### config.mk
export PLATFORM = sky130hd
export DESIGN_NAME = lcd_8080_rx
export DESIGN_NICKNAME = d
export VERILOG_FILES = /design/src/rtl/lcd_8080_pkg.sv /design/src/rtl/lcd_8080_sync.sv /design/src/rtl/lcd_8080_rx.sv
export SDC_FILE = /design/constraint.sdc
export NUM_CORES = 1
export LEC_CHECK = 0
export ABC_AREA = 1
export BUFFER_PORTS_ARGS = -buffer_cell sky130_fd_sc_hd__buf_2
export CAP_MARGIN = 30
export CORE_UTILIZATION = 45
export DETAILED_ROUTE_END_ITERATION = 6
export SLEW_MARGIN = 20
export SYNTH_ARGS = -nofsm -noshare
export SYNTH_HDL_FRONTEND = slang
export SYNTH_HIERARCHICAL = 1
export SYNTH_SLANG_ARGS = --single-unit
### constraint.sdc
create_clock -name clk -period 10.7 [get_ports clk]
set_input_delay 1.07 -clock clk [delete_from_list [all_inputs] [get_ports clk]]
set_output_delay 1.07 -clock clk [all_outputs]
set_load 0.01 [all_outputs]
### src/rtl/lcd_8080_pkg.sv
// Shared constants and types for the 8080-bus LCD receiver.
package lcd_8080_pkg;

    localparam logic [7:0] CMD_NOP   = 8'h00;
    localparam logic [7:0] CMD_CASET = 8'h2A;
    localparam logic [7:0] CMD_PASET = 8'h2B;
    localparam logic [7:0] CMD_RAMWR = 8'h2C;

    typedef enum logic [2:0] {
        IDLE,
        CASET,
        PASET,
        RAMWR,
        PARAM
    } state_t;

    // Position within the 4-byte start/end parameter sequence of CASET/PASET.
    typedef logic [1:0] byte_idx_t;
    localparam byte_idx_t LAST_BYTE = 2'd3;

endpackage

### src/rtl/lcd_8080_sync.sv
// Two-flop synchronisers for the asynchronous 8080 bus plus write_n rising-edge
// detection; strobe, d_c_n and data leave together from one registered stage.
module lcd_8080_sync #(
    parameter int DATA_W = 16
) (
    input  logic              clk,
    input  logic              reset,
    input  logic              i_write_n,
    input  logic              i_d_c_n,
    input  logic [DATA_W-1:0] i_data,
    output logic              o_strobe,
    output logic              o_d_c_n,
    output logic [DATA_W-1:0] o_data
);

    logic              r_wr_meta, r_wr_sync, r_wr_prev;
    logic              r_dc_meta, r_dc_sync;
    logic [DATA_W-1:0] r_data_meta, r_data_sync;
    logic              r_strobe, r_dc;
    logic [DATA_W-1:0] r_data;

    always_ff @(posedge clk or posedge reset) begin
        if (reset) begin
            // NOTE: the write_n chain resets to the idle-high bus level so that
            // leaving reset with write_n high never fakes a rising edge.
            r_wr_meta   <= 1'b1;
            r_wr_sync   <= 1'b1;
            r_wr_prev   <= 1'b1;
            r_dc_meta   <= 1'b0;
            r_dc_sync   <= 1'b0;
            r_data_meta <= '0;
            r_data_sync <= '0;
            r_strobe    <= 1'b0;
            r_dc        <= 1'b0;
            r_data      <= '0;
        end else begin
            r_wr_meta   <= i_write_n;
            r_wr_sync   <= r_wr_meta;
            r_wr_prev   <= r_wr_sync;
            r_dc_meta   <= i_d_c_n;
            r_dc_sync   <= r_dc_meta;
            r_data_meta <= i_data;
            r_data_sync <= r_data_meta;
            r_strobe    <= r_wr_sync & ~r_wr_prev;
            r_dc        <= r_dc_sync;
            r_data      <= r_data_sync;
        end
    end

    assign o_strobe = r_strobe;
    assign o_d_c_n  = r_dc;
    assign o_data   = r_data;

endmodule

### src/rtl/lcd_8080_rx.sv
// 8080 write-bus receiver: decodes commands/parameters, tracks the ILI9341
// column/page window and emits pixels with coordinates. LCD_RX_STATS_EN adds counters.
module lcd_8080_rx
    import lcd_8080_pkg::*;
#(
    parameter int DATA_W  = 16,
    parameter int COORD_W = 9,
    parameter int X_MAX   = 239,
    parameter int Y_MAX   = 319
) (
    input  logic               clk,
    input  logic               reset,
    input  logic               lcd_d_c_n,
    input  logic               lcd_write_n,
    input  logic [DATA_W-1:0]  lcd_databus,
    output logic               cmd_valid,
    output logic [7:0]         cmd_code,
    output logic               param_valid,
    output logic [7:0]         param_data,
    output logic               pixel_valid,
    output logic [DATA_W-1:0]  pixel_data,
    output logic [COORD_W-1:0] pixel_x,
    output logic [COORD_W-1:0] pixel_y,
`ifdef LCD_RX_STATS_EN
    output logic [31:0]        pixel_count,
    output logic [15:0]        frame_count,
`endif
    output logic               frame_start
);

    localparam logic [COORD_W-1:0] XM = COORD_W'(X_MAX);
    localparam logic [COORD_W-1:0] YM = COORD_W'(Y_MAX);

    logic              w_strobe, w_dc;
    logic [DATA_W-1:0] w_data;
    logic [7:0]        w_byte;

    lcd_8080_sync #(.DATA_W(DATA_W)) u_sync (
        .clk      (clk),
        .reset    (reset),
        .i_write_n(lcd_write_n),
        .i_d_c_n  (lcd_d_c_n),
        .i_data   (lcd_databus),
        .o_strobe (w_strobe),
        .o_d_c_n  (w_dc),
        .o_data   (w_data)
    );

    assign w_byte = w_data[7:0];

    state_t             r_state;
    byte_idx_t          r_idx;
    logic [7:0]         r_start_hi, r_start_lo, r_end_hi;
    logic [COORD_W-1:0] r_sc, r_ec, r_sp, r_ep, r_x, r_y;
    logic               r_first;

    logic               r_cmd_valid, r_param_valid, r_pixel_valid, r_frame_start;
    logic [7:0]         r_cmd_code, r_param_data;
    logic [DATA_W-1:0]  r_pixel_data;
    logic [COORD_W-1:0] r_pixel_x, r_pixel_y;

    // Window bounds are compared after truncation to the coordinate width.
    logic [15:0]        w_start_full, w_end_full;
    logic [COORD_W-1:0] w_start, w_end;
    logic               w_order_ok;

    assign w_start_full = {r_start_hi, r_start_lo};
    assign w_end_full   = {r_end_hi, w_byte};
    assign w_start      = w_start_full[COORD_W-1:0];
    assign w_end        = w_end_full[COORD_W-1:0];
    assign w_order_ok   = (w_start <= w_end);

    always_ff @(posedge clk or posedge reset) begin
        if (reset) begin
            r_state       <= IDLE;
            r_idx         <= '0;
            r_start_hi    <= '0;
            r_start_lo    <= '0;
            r_end_hi      <= '0;
            r_sc          <= '0;
            r_ec          <= XM;
            r_sp          <= '0;
            r_ep          <= YM;
            r_x           <= '0;
            r_y           <= '0;
            r_first       <= 1'b0;
            r_cmd_valid   <= 1'b0;
            r_cmd_code    <= '0;
            r_param_valid <= 1'b0;
            r_param_data  <= '0;
            r_pixel_valid <= 1'b0;
            r_pixel_data  <= '0;
            r_pixel_x     <= '0;
            r_pixel_y     <= '0;
            r_frame_start <= 1'b0;
        end else begin
            r_cmd_valid   <= 1'b0;
            r_param_valid <= 1'b0;
            r_pixel_valid <= 1'b0;
            r_frame_start <= 1'b0;
            if (w_strobe && !w_dc) begin
                r_cmd_valid <= 1'b1;
                r_cmd_code  <= w_byte;
                r_idx       <= '0;
                case (w_byte)
                    CMD_CASET: r_state <= CASET;
                    CMD_PASET: r_state <= PASET;
                    CMD_RAMWR: begin
                        r_state <= RAMWR;
                        r_x     <= r_sc;
                        r_y     <= r_sp;
                        r_first <= 1'b1;
                    end
                    default:   r_state <= PARAM;
                endcase
            end else if (w_strobe) begin
                case (r_state)
                    CASET, PASET: begin
                        r_param_valid <= 1'b1;
                        r_param_data  <= w_byte;
                        r_idx         <= r_idx + 1'b1;
                        case (r_idx)
                            2'd0:    r_start_hi <= w_byte;
                            2'd1:    r_start_lo <= w_byte;
                            2'd2:    r_end_hi   <= w_byte;
                            default: ;
                        endcase
                        if (r_idx == LAST_BYTE) begin
                            r_state <= PARAM;
                            if (r_state == CASET && w_order_ok && w_end <= XM) begin
                                r_sc <= w_start;
                                r_ec <= w_end;
                            end else if (r_state == PASET && w_order_ok && w_end <= YM) begin
                                r_sp <= w_start;
                                r_ep <= w_end;
                            end
                        end
                    end
                    PARAM: begin
                        r_param_valid <= 1'b1;
                        r_param_data  <= w_byte;
                    end
                    RAMWR: begin
                        r_pixel_valid <= 1'b1;
                        r_pixel_data  <= w_data;
                        r_pixel_x     <= r_x;
                        r_pixel_y     <= r_y;
                        r_frame_start <= r_first;
                        r_first       <= 1'b0;
                        if (r_x == r_ec) begin
                            r_x <= r_sc;
                            r_y <= (r_y == r_ep) ? r_sp : r_y + 1'b1;
                        end else begin
                            r_x <= r_x + 1'b1;
                        end
                    end
                    default: ;
                endcase
            end
        end
    end

    assign cmd_valid   = r_cmd_valid;
    assign cmd_code    = r_cmd_code;
    assign param_valid = r_param_valid;
    assign param_data  = r_param_data;
    assign pixel_valid = r_pixel_valid;
    assign pixel_data  = r_pixel_data;
    assign pixel_x     = r_pixel_x;
    assign pixel_y     = r_pixel_y;
    assign frame_start = r_frame_start;

`ifdef LCD_RX_STATS_EN
    logic [31:0] r_pixel_count;
    logic [15:0] r_frame_count;

    always_ff @(posedge clk or posedge reset) begin
        if (reset) begin
            r_pixel_count <= '0;
            r_frame_count <= '0;
        end else begin
            if (r_pixel_valid) r_pixel_count <= r_pixel_count + 1'b1;
            if (r_frame_start) r_frame_count <= r_frame_count + 1'b1;
        end
    end

    assign pixel_count = r_pixel_count;
    assign frame_count = r_frame_count;
`endif

endmodule

==> metrics.txt, run 1 <==
status complete, no violations; PwrDens ~170 mW/mm^2; vias in the first global route 4931; VDD IR max 0.000136 V; commonest non-fill, non-tap cells in the layout 262 x nand2_1, 162 x dfrtp_1, 79 x nand3_1, 73 x buf_2, 61 x inv_1; P_leak approximately 4.4 nW; largest family of logic cells by synthesized area simple AND/OR/NAND/NOR gates; final worst path period share 23.1%; Synthesis Warnings 6; initial core utilization 46.2%; post-synthesis xor/xnor area fraction 2.87%; GRT Total Usage 19.8%; drc violations 0; final net count ~870; H-tree levels 4; Worst Skew 0.00800 ns; Routability Congestion around 0.88; P_int 0.00105 W; TritonRoute pass-1 iters 5; switching share of power 25.5%; post-layout minimum cycle time 2.48 ns; Slew headroom 50.6%; setup TNS 0 ns; unrepaired setup endpoints after global routing false; Die W 130 um; Comb power frac 6.2%; Post-Syn Instances around 770; max frequency between 400 and 500 MHz; Startpoint Class flop; crit end category flop; Setup CP Type reg2reg; Detailed Place HPWL approximately 11000 um; clk_lat worst skew 0.43 ns; FILL cells 1480; root buffer cell clkbuf_16; ANT cells 0; FF+latch count, synth 179; arrival time at the worst endpoint 2.79 ns; post-cts resize count 0; Hold Fails Final Rpt 0; Synth Net Count 802; Die ar. between 0.015 and 0.02 mm^2; largest net degree at the start of global routing 78; TritonCTS Buffers 17; final setup fails 0; Util after Layout 53.3%; Hold Crit Class reg2reg; syn avg cell area 9.56 um^2; CTS tree done; adder-cell share of the synthesized area between 2 and 3%; Seq pwr share 51.6%; Synth Cell Area roughly 0.0073 mm^2; CTS Buffer Depth 2; Pins Over Slew Limit 0; Post-Route WL 15500 um; Rows 46; grt ovf 0; DRT iter0 DRCs 315; Area Growth Syn to Fin 15.4%; slowest stage delay, CP 0.42 ns; worst-path fanout max 24; Synth Area in Compound Gates 4.74%; first-pass GRT wire length approximately 25000 um; clock-pin slew on the worst setup and hold paths 0.07 ns; postcts setup bufs 0; max capacitance violation total 0; simple-gate share of the synthesized area 23.0%; Ports 74; share of post-route cells with drive strength above 1 17.6%; register area share after synthesis 61.4%; net switching power approximately 0.00036 W; DR WL/cell roughly 14 um; Yosys cell types 33; sequence of cells on the critical path inv_1, ha_1, a21o_1, o21ai_0, nand3_1, nand2_1, buf_8, nand2_4, nand2_1, nand2_1; antenna viol nets, final 0; antenna violations before repair 0; hold_buf cts 0; Clock Sinks 179; Die Span Y about 130 um; commonest non-fill, non-tap cell in the layout nand2_1; Worst Max-Slew Pin Slew 0.739 ns; R2R Setup Slk 8.22 ns; Critical Path RT 11.01 ns; Vias 5199; proportion of power drawn by the clock network 42.2%; mux contribution to synthesized area 0%; mean number of vias per cell 4.87; Slowest-stage cell, CP dfrtp_1; IO buf count 73; core box area approximately 0.016 mm^2; most used cell, CP nand2_1
power groups by stage:
stage	registers, W	clock network (W)	logic (W)
3_3_place_gp	0.000737	0	0.0000830
4_1_cts	0.000724	0.000608	0.0000889
2_1_floorplan	0.000742	0	0.0000428
3_5_place_dp	0.000737	0	0.0000878
6_report	0.000724	0.000592	0.0000878
5_1_grt	0.000727	0.000635	0.0000986
flip-flops by register name, indices dropped and copies added (netlist names), 9 cells and up:
signal              count
pixel_data             16
u_sync/o_data          16
u_sync/r_data_meta     16
u_sync/r_data_sync     16
pixel_x                 9
pixel_y                 9
r_ec                    9
r_ep                    9
r_sc                    9
r_sp                    9
r_x                     9
r_y                     9
worst paths after layout:
check,start,to,cells past startpoint
setup / recovery,u_sync/o_data[4],r_sc[0],10
hold / removal,u_sync/r_data_sync[2],u_sync/o_data[2],0
setup reg to reg,u_sync/o_data[4],r_sc[0],10
hold reg to reg,u_sync/r_data_sync[2],u_sync/o_data[2],0
max in group asynchronous,reset,r_ec[5],4
min in group asynchronous,reset,u_sync/r_data_meta[10],2
layer usage:
metal,vias up,global-route usage (%),part of all wire [%]
li1,2576,-,-
met5,-,0,0
met4,0,6.36,1.4
met3,19,4.50,4.1
met2,129,32.1,49
met1,2475,26.5,46
synth_stat cells (all sizes together):
cell | n | share of area, %
nor3 | 5 | 0.65
clkbuf | 6 | 0.34
a21oi | 5 | 0.34
ha | 15 | 2.6
nand3b | 3 | 0.31
xnor2 | 13 | 1.6
nor4 | 1 | 0.17
a21boi | 1 | 0.10
nor2 | 23 | 1.3
o21ai | 57 | 4.1
nand3 | 81 | 5.7
o21a | 1 | 0.10
xor2 | 11 | 1.3
a21o | 1 | 0.10
nand2 | 270 | 14
nand4 | 8 | 0.68
inv | 67 | 3.4
dfstp | 17 | 6.1
dfrtp | 162 | 55
buf | 20 | 1.7
kinds of logic (layout without fill, tap and decap cells):
kind of cell / Yosys count / after routing
flops: 179 / 179
fa+ha+maj: 15 / 15
compound gates: 65 / 65
xor+xnor: 24 / 24
simple gates: 391 / 391
buf+inv: 93 / 177
layout make-up:
cell class,count,area (um^2),area share (%)
Clock buffer,18,429,5.07
Clock inverter,14,145,1.71
Inverter,67,254,3.00
Multi-Input combinational cell,495,2430,28.7
Sequential cell,179,4500,53.2
Tap cell,216,270,3.19
Timing Repair Buffer,78,435,5.14
critical path, delay by kind of cell (launching register included):
kind | cells | cell delay (ns)
DFF | 1 | 0.42
AOI/OAI and AO/OA | 2 | 0.31
and+or+nand+nor | 5 | 0.79
adders and majority gates | 1 | 0.31
buffers and inverters | 2 | 0.52
stage by stage:
step           cells  setup slack [ns]  instance area, um^2  hold WS [ns]  total power [W]
5_1_grt         1067              7.99                 8470         0.357          0.00146
2_1_floorplan    767              6.35                 7340         0.331         0.000785
3_5_place_dp    1034              8.00                 7870         0.335         0.000824
4_1_cts         1066              8.20                 8450         0.351          0.00142
3_3_place_gp    1032              7.86                 7840         0.332         0.000820
6_report        1067              8.22                 8470         0.347          0.00140
(Power assumes the default switching activity.)
==> run 2, diff against run 1 <==
- PLACE_DENSITY: default -> 0.66
- clock period: 10.7 -> 2.24 ns (I/O delays scaled with it)
==> run 2 against run 1 <==
Wire length grew 0.46%; non-clock buffer count grew 40; hold slack gained 0.0034 ns; core utilization grew 2.9 points; sequential share of layout area shrank 2.7 points; first-iteration DRC count grew 38%; critical path depth is the same; global-route usage grew 0.60 points.
==> metrics.txt, run 2 (synthesized netlist as in run 1, its figures left out) <==
ANT cells 0; Pins Over Slew Limit 0; R2R Setup Slk 0.20 ns; Hold Crit Class reg2reg; Detailed Place HPWL 10800 um; post-layout minimum cycle time 2.04 ns; core box area 0.0159 mm^2; status complete, no violations; P_int 0.00524 W; Setup CP Type reg2reg; Hold Fails Final Rpt 0; crit end category flop; Die Span Y between 100 and 150 um; grt ovf 0; Worst Skew 0.0129 ns; PwrDens 796 mW/mm^2; Util after Layout 56.2%; commonest non-fill, non-tap cells in the layout 261 x nand2_1, 162 x dfrtp_1, 79 x nand3_1, 73 x buf_2, 61 x inv_1; Slew headroom between 40% and 50%; DR WL/cell 14.0 um; vias in the first global route 5149; P_leak 4.61 nW; H-tree levels 4; clock-pin slew on the worst setup and hold paths approximately 0.08 ns; sequence of cells on the critical path inv_1, ha_1, a21oi_1, nor2_1, o21ai_0, nand3_1, nand2_2, buf_4, nand3_1, nand2_1; Vias 5394; final worst path period share about 91%; largest net degree at the start of global routing 43; max capacitance violation total 0; VDD IR max 0.000614 V; Die ar. 0.0168 mm^2; drc violations 0; Hold Path Stages 0; CTS Buffer Depth 2; final setup fails 0; worst-path fanout max 12; Seq pwr share 48.6%; RR Startpoint u_sync/o_data[2]; Worst Max-Slew Pin Slew roughly 0.79 ns; hold wc startpoint u_sync/r_data_meta[6]; IO buf count 73; CTS tree done; Buf/Inv on CP 2; share of post-route cells with drive strength above 1 19.4%; TritonRoute pass-1 iters 6; slowest stage delay, CP 0.43 ns; proportion of power drawn by the clock network 44.8%; unrepaired setup endpoints after global routing false; clk_lat worst skew 0.44 ns; max frequency between 400 and 500 MHz; root buffer cell clkbuf_16; most used cell, CP nand3_1; GRT Total Usage 20.4%; postcts setup bufs 0; Ports 74; WHS Endpoint u_sync/r_data_sync[6]; final net count approximately 910; Clock Sinks roughly 180; antenna violations before repair 0; worst r2r path cells 10; mean number of vias per cell 4.87; initial core utilization a little under half; Critical Path RT 2.60 ns; cell family with most CP delay simple AND/OR/NAND/NOR gates; Comb power frac between 6 and 7%; antenna viol nets, final 0; Startpoint Class flop; Area Growth Syn to Fin 21.6%; Die W roughly 130 um; arrival time at the worst endpoint around 2.4 ns; net switching power 0.00186 W; DRT iter0 DRCs between 400 and 500; switching share of power a little over a quarter; setup TNS 0 ns; Routability Congestion 0.886; commonest non-fill, non-tap cell in the layout nand2_1; Slowest-stage cell, CP dfrtp_1; Rows 46; Post-Route WL between 15000 and 20000 um; first-pass GRT wire length 25900 um; Reg-to-Reg End r_sc[8]; TritonCTS Buffers 17
-- run 2: cell types whose count changed in the layout (fill, tap and decap cells not counted), sizes merged --
cell         previous run  this run
dlygate4sd3             0        19
bufinv                  0         1
buf                    78        99
clkbuf                 18        17
clkinv                  7         6
inv                    73        74
-- run 2: worst max-delay path by stage --
| stage | from | to | cells past startpoint |
|---|---|---|---|
| floorplan | u_sync/o_data[4] | r_ec[4] | 11 |
| global placement | u_sync/o_data[2] | r_sc[8] | 10 |
| detailed placement | u_sync/o_data[2] | r_sc[8] | 10 |
| CTS | u_sync/o_data[2] | r_sc[8] | 10 |
| global route | u_sync/o_data[2] | r_sp[6] | 10 |
| finish | u_sync/o_data[2] | r_sc[8] | 10 |
-- run 2: cell type report --
| class | count | area [um^2] |
|---|---|---|
| fill | 1417 | 6960 |
| sequential | 179 | 4500 |
| multi-input combinational | 495 | 2430 |
| timing repair buffer | 118 | 801 |
| clock buffer | 17 | 425 |
| tap | 216 | 270 |
| inverter | 67 | 255 |
| clock inverter | 15 | 238 |
-- run 2: power by group through the flow --
| stage | logic (W) | registers [W] | clock network (W) |
|---|---|---|---|
| global placement | 0.000446 | 0.00351 | 0 |
| CTS | 0.000483 | 0.00345 | 0.00324 |
| finish | 0.000474 | 0.00345 | 0.00318 |
| global route | 0.000534 | 0.00347 | 0.00339 |
| detailed placement | 0.000457 | 0.00351 | 0 |
| floorplan | 0.000205 | 0.00355 | 0 |
-- run 2: metrics by stage --
step,total power (W),setup slack [ns],cells,hold slack (ns),cell area [um^2]
4_1_cts,0.00718,0.0707,1107,0.352,8920
2_1_floorplan,0.00375,0.411,767,0.228,7340
6_report,0.00710,0.195,1107,0.350,8920
3_5_place_dp,0.00397,0.104,1056,0.312,8070
3_3_place_gp,0.00395,0.153,1056,0.310,8070
5_1_grt,0.00739,0.0706,1107,0.358,8920
-- run 2: metal layers --
layer / track usage, % / part of all wire (%)
met4: 6.36 / 1.5
met1: 28.9 / 48
met5: 0 / 0
met2: 31.2 / 46
met3: 4.91 / 4.7
-- run 2: timing repair --
action	4_1_cts	5_1_grt
hold endpoints to repair	58	0
hold buffers	19	0
setup endpoints to repair	0	35
gates resized for setup	0	1
==> run 3, diff against run 2 <==
--- a/config.mk
+++ b/config.mk
@@ -7,9 +7,8 @@
 export LEC_CHECK = 0
 export ABC_AREA = 1
-export BUFFER_PORTS_ARGS = -buffer_cell sky130_fd_sc_hd__buf_2
+export BUFFER_PORTS_ARGS = -buffer_cell sky130_fd_sc_hd__clkbuf_2
 export CAP_MARGIN = 30
-export CORE_UTILIZATION = 45
+export CORE_UTILIZATION = 39
 export DETAILED_ROUTE_END_ITERATION = 6
-export PLACE_DENSITY = 0.66
 export SLEW_MARGIN = 20
 export SYNTH_ARGS = -nofsm -noshare
==> constraint.sdc (replaced) <==
create_clock -name clk -period 2.24 [get_ports clk]
set_input_delay 0.224 -clock clk [delete_from_list [all_inputs] [get_ports clk]]
set_output_delay 0.224 -clock clk [all_outputs]
set_load 0.005 [all_outputs]
==> run 3 against run 2 <==
Register-to-register slack better by 0.097 ns; highest routed layer unchanged; non-clock buffer count is 2 higher; global-route usage is 2.6 points lower; clock skew is 0.0024 ns lower; via count is 2.4% lower; the flow now finishes with violations (DRC); core utilization is 7.4 points lower.
==> metrics.txt, run 3 (synthesized netlist as in run 1, its figures left out) <==
PwrDens approximately 800 mW/mm^2; CTS tree done; Detailed Place HPWL 11000 um; Final WS setup 0.292 ns; DRT iter0 DRCs 310; mean number of vias per cell about 4.7; Util after Layout approximately 49%; RR Startpoint u_sync/o_data[2]; largest net degree at the start of global routing 73; commonest non-fill, non-tap cells in the layout 261 x nand2_1, 162 x dfrtp_1, 79 x nand3_1, 73 x clkbuf_2, 61 x inv_1; CP startpoint u_sync/o_data[2]; clock-pin slew on the worst setup and hold paths 0.07 ns; Die Span Y about 140 um; sequence of cells on the critical path inv_1, ha_1, a21oi_1, nor2_1, o21ai_0, nand3_1, nand2_2, buf_4, nand3_1, nand2_1; Worst Skew 0.0105 ns; VDD IR max 0.000551 V; Rows 49; CTS Buffer Depth 2; Routability Congestion 0.830; antenna violations before repair 0; arrival time at the worst endpoint 2.32 ns; Clock Sinks between 150 and 200; status finished, violations left; Worst Max-Slew Pin Slew 0.804 ns; post-layout minimum cycle time slightly below 2 ns; Area Growth Syn to Fin 21.2%; TritonCTS Buffers 17; max frequency 513 MHz; root buffer cell clkbuf_16; Vias 5265; Startpoint Class flop; postcts setup bufs 0; commonest non-fill, non-tap cell in the layout nand2_1; Hold Crit Class in2async; drc violations 1; final worst path period share 86.9%; DR WL/cell between 10 and 15 um; most used cell, CP nand3_1; crit end category flop; Slowest-stage cell, CP dfrtp_1; failing checks DRC; clk_lat worst skew 0.44 ns; Slew headroom between 40% and 50%; antenna viol nets, final 0; Setup CP Type reg2reg; setup TNS 0 ns; slowest stage delay, CP 0.41 ns; Post-Route WL 15800 um; P_leak around 4.6 nW; unrepaired setup endpoints after global routing false; H-tree levels 4; core box area roughly 0.018 mm^2; final setup fails 0; Ports 74; TritonRoute pass-1 iters 7; vias in the first global route 5119; IO buf count 73; Die W 139 um; initial core utilization 40.3%; ANT cells 0; worst-path fanout max 8; first-pass GRT wire length 26500 um; cell family with most CP delay simple AND/OR/NAND/NOR gates; final net count 915; Critical Path RT around 2.6 ns; max capacitance violation total 0; Hold Fails Final Rpt 0; Pins Over Slew Limit 0; Placement Setup Slack 0.204 ns; share of post-route cells with drive strength above 1 around a fifth; Die ar. 0.0194 mm^2; GRT Total Usage 17.8%; grt ovf 0; Buf/Inv on CP 2
==> run 3: report_power, final <==
group | leakage, nW | internal, W | switching [W]
sequential | 2.29 | 0.00338 | 0.0000712
combinational | 1.97 | 0.000181 | 0.000255
clock | 0.302 | 0.00155 | 0.00151
total | 4.57 | 0.00511 | 0.00183
==> run 3: area by class of cell <==
class                      instances  area [um^2]
timing repair buffer             120          795
clock inverter                    15          194
fill                            1698         9320
inverter                          67          255
clock buffer                      17          425
multi-input combinational        495         2430
sequential                       179         4500
tap                              229          287
==> run 3: final timing paths <==
check	slack, ns	depth (start not counted)	endpoint
hold reg to reg	0.35	0	u_sync/o_d_c_n
hold / removal	0.26	3	cmd_valid
min in group clk	0.35	0	u_sync/o_d_c_n
max in group asynchronous	1.25	4	u_sync/r_wr_prev
setup / recovery	0.29	10	r_sc[8]
setup reg to reg	0.29	10	r_sc[8]
==> run 3: per-stage QoR <==
step                total power [W]  hold slack, ns  instances  area, um^2
floorplan                   0.00372           0.228        767        7340
global placement            0.00392           0.160       1071        8070
detailed placement          0.00393           0.163       1071        8070
CTS                         0.00704           0.244       1122        8880
global route                0.00724           0.262       1122        8890
finish                      0.00694           0.257       1122        8890
==> run 3: layer usage <==
layer  global-route usage (%)  wire [um]  up-vias
met5                        0          0        -
met4                     5.67        198        0
met3                     3.80        538       15
met2                     28.8       7420       97
met1                     24.0       7660     2474
li1                         -          -     2679
==> run 3: repair_timing <==
action / 4_1_cts / 5_1_grt
hold endpoints to repair: 44 / 0
resized for setup: 0 / 2
setup endpoints to repair: 0 / 33
hold buffers: 19 / 0
==> run 3: worst min-delay path: cells and delay by family <==
| family | cells | cell delay [ns] |
|---|---|---|
| buf+inv | 3 | 0.81 |
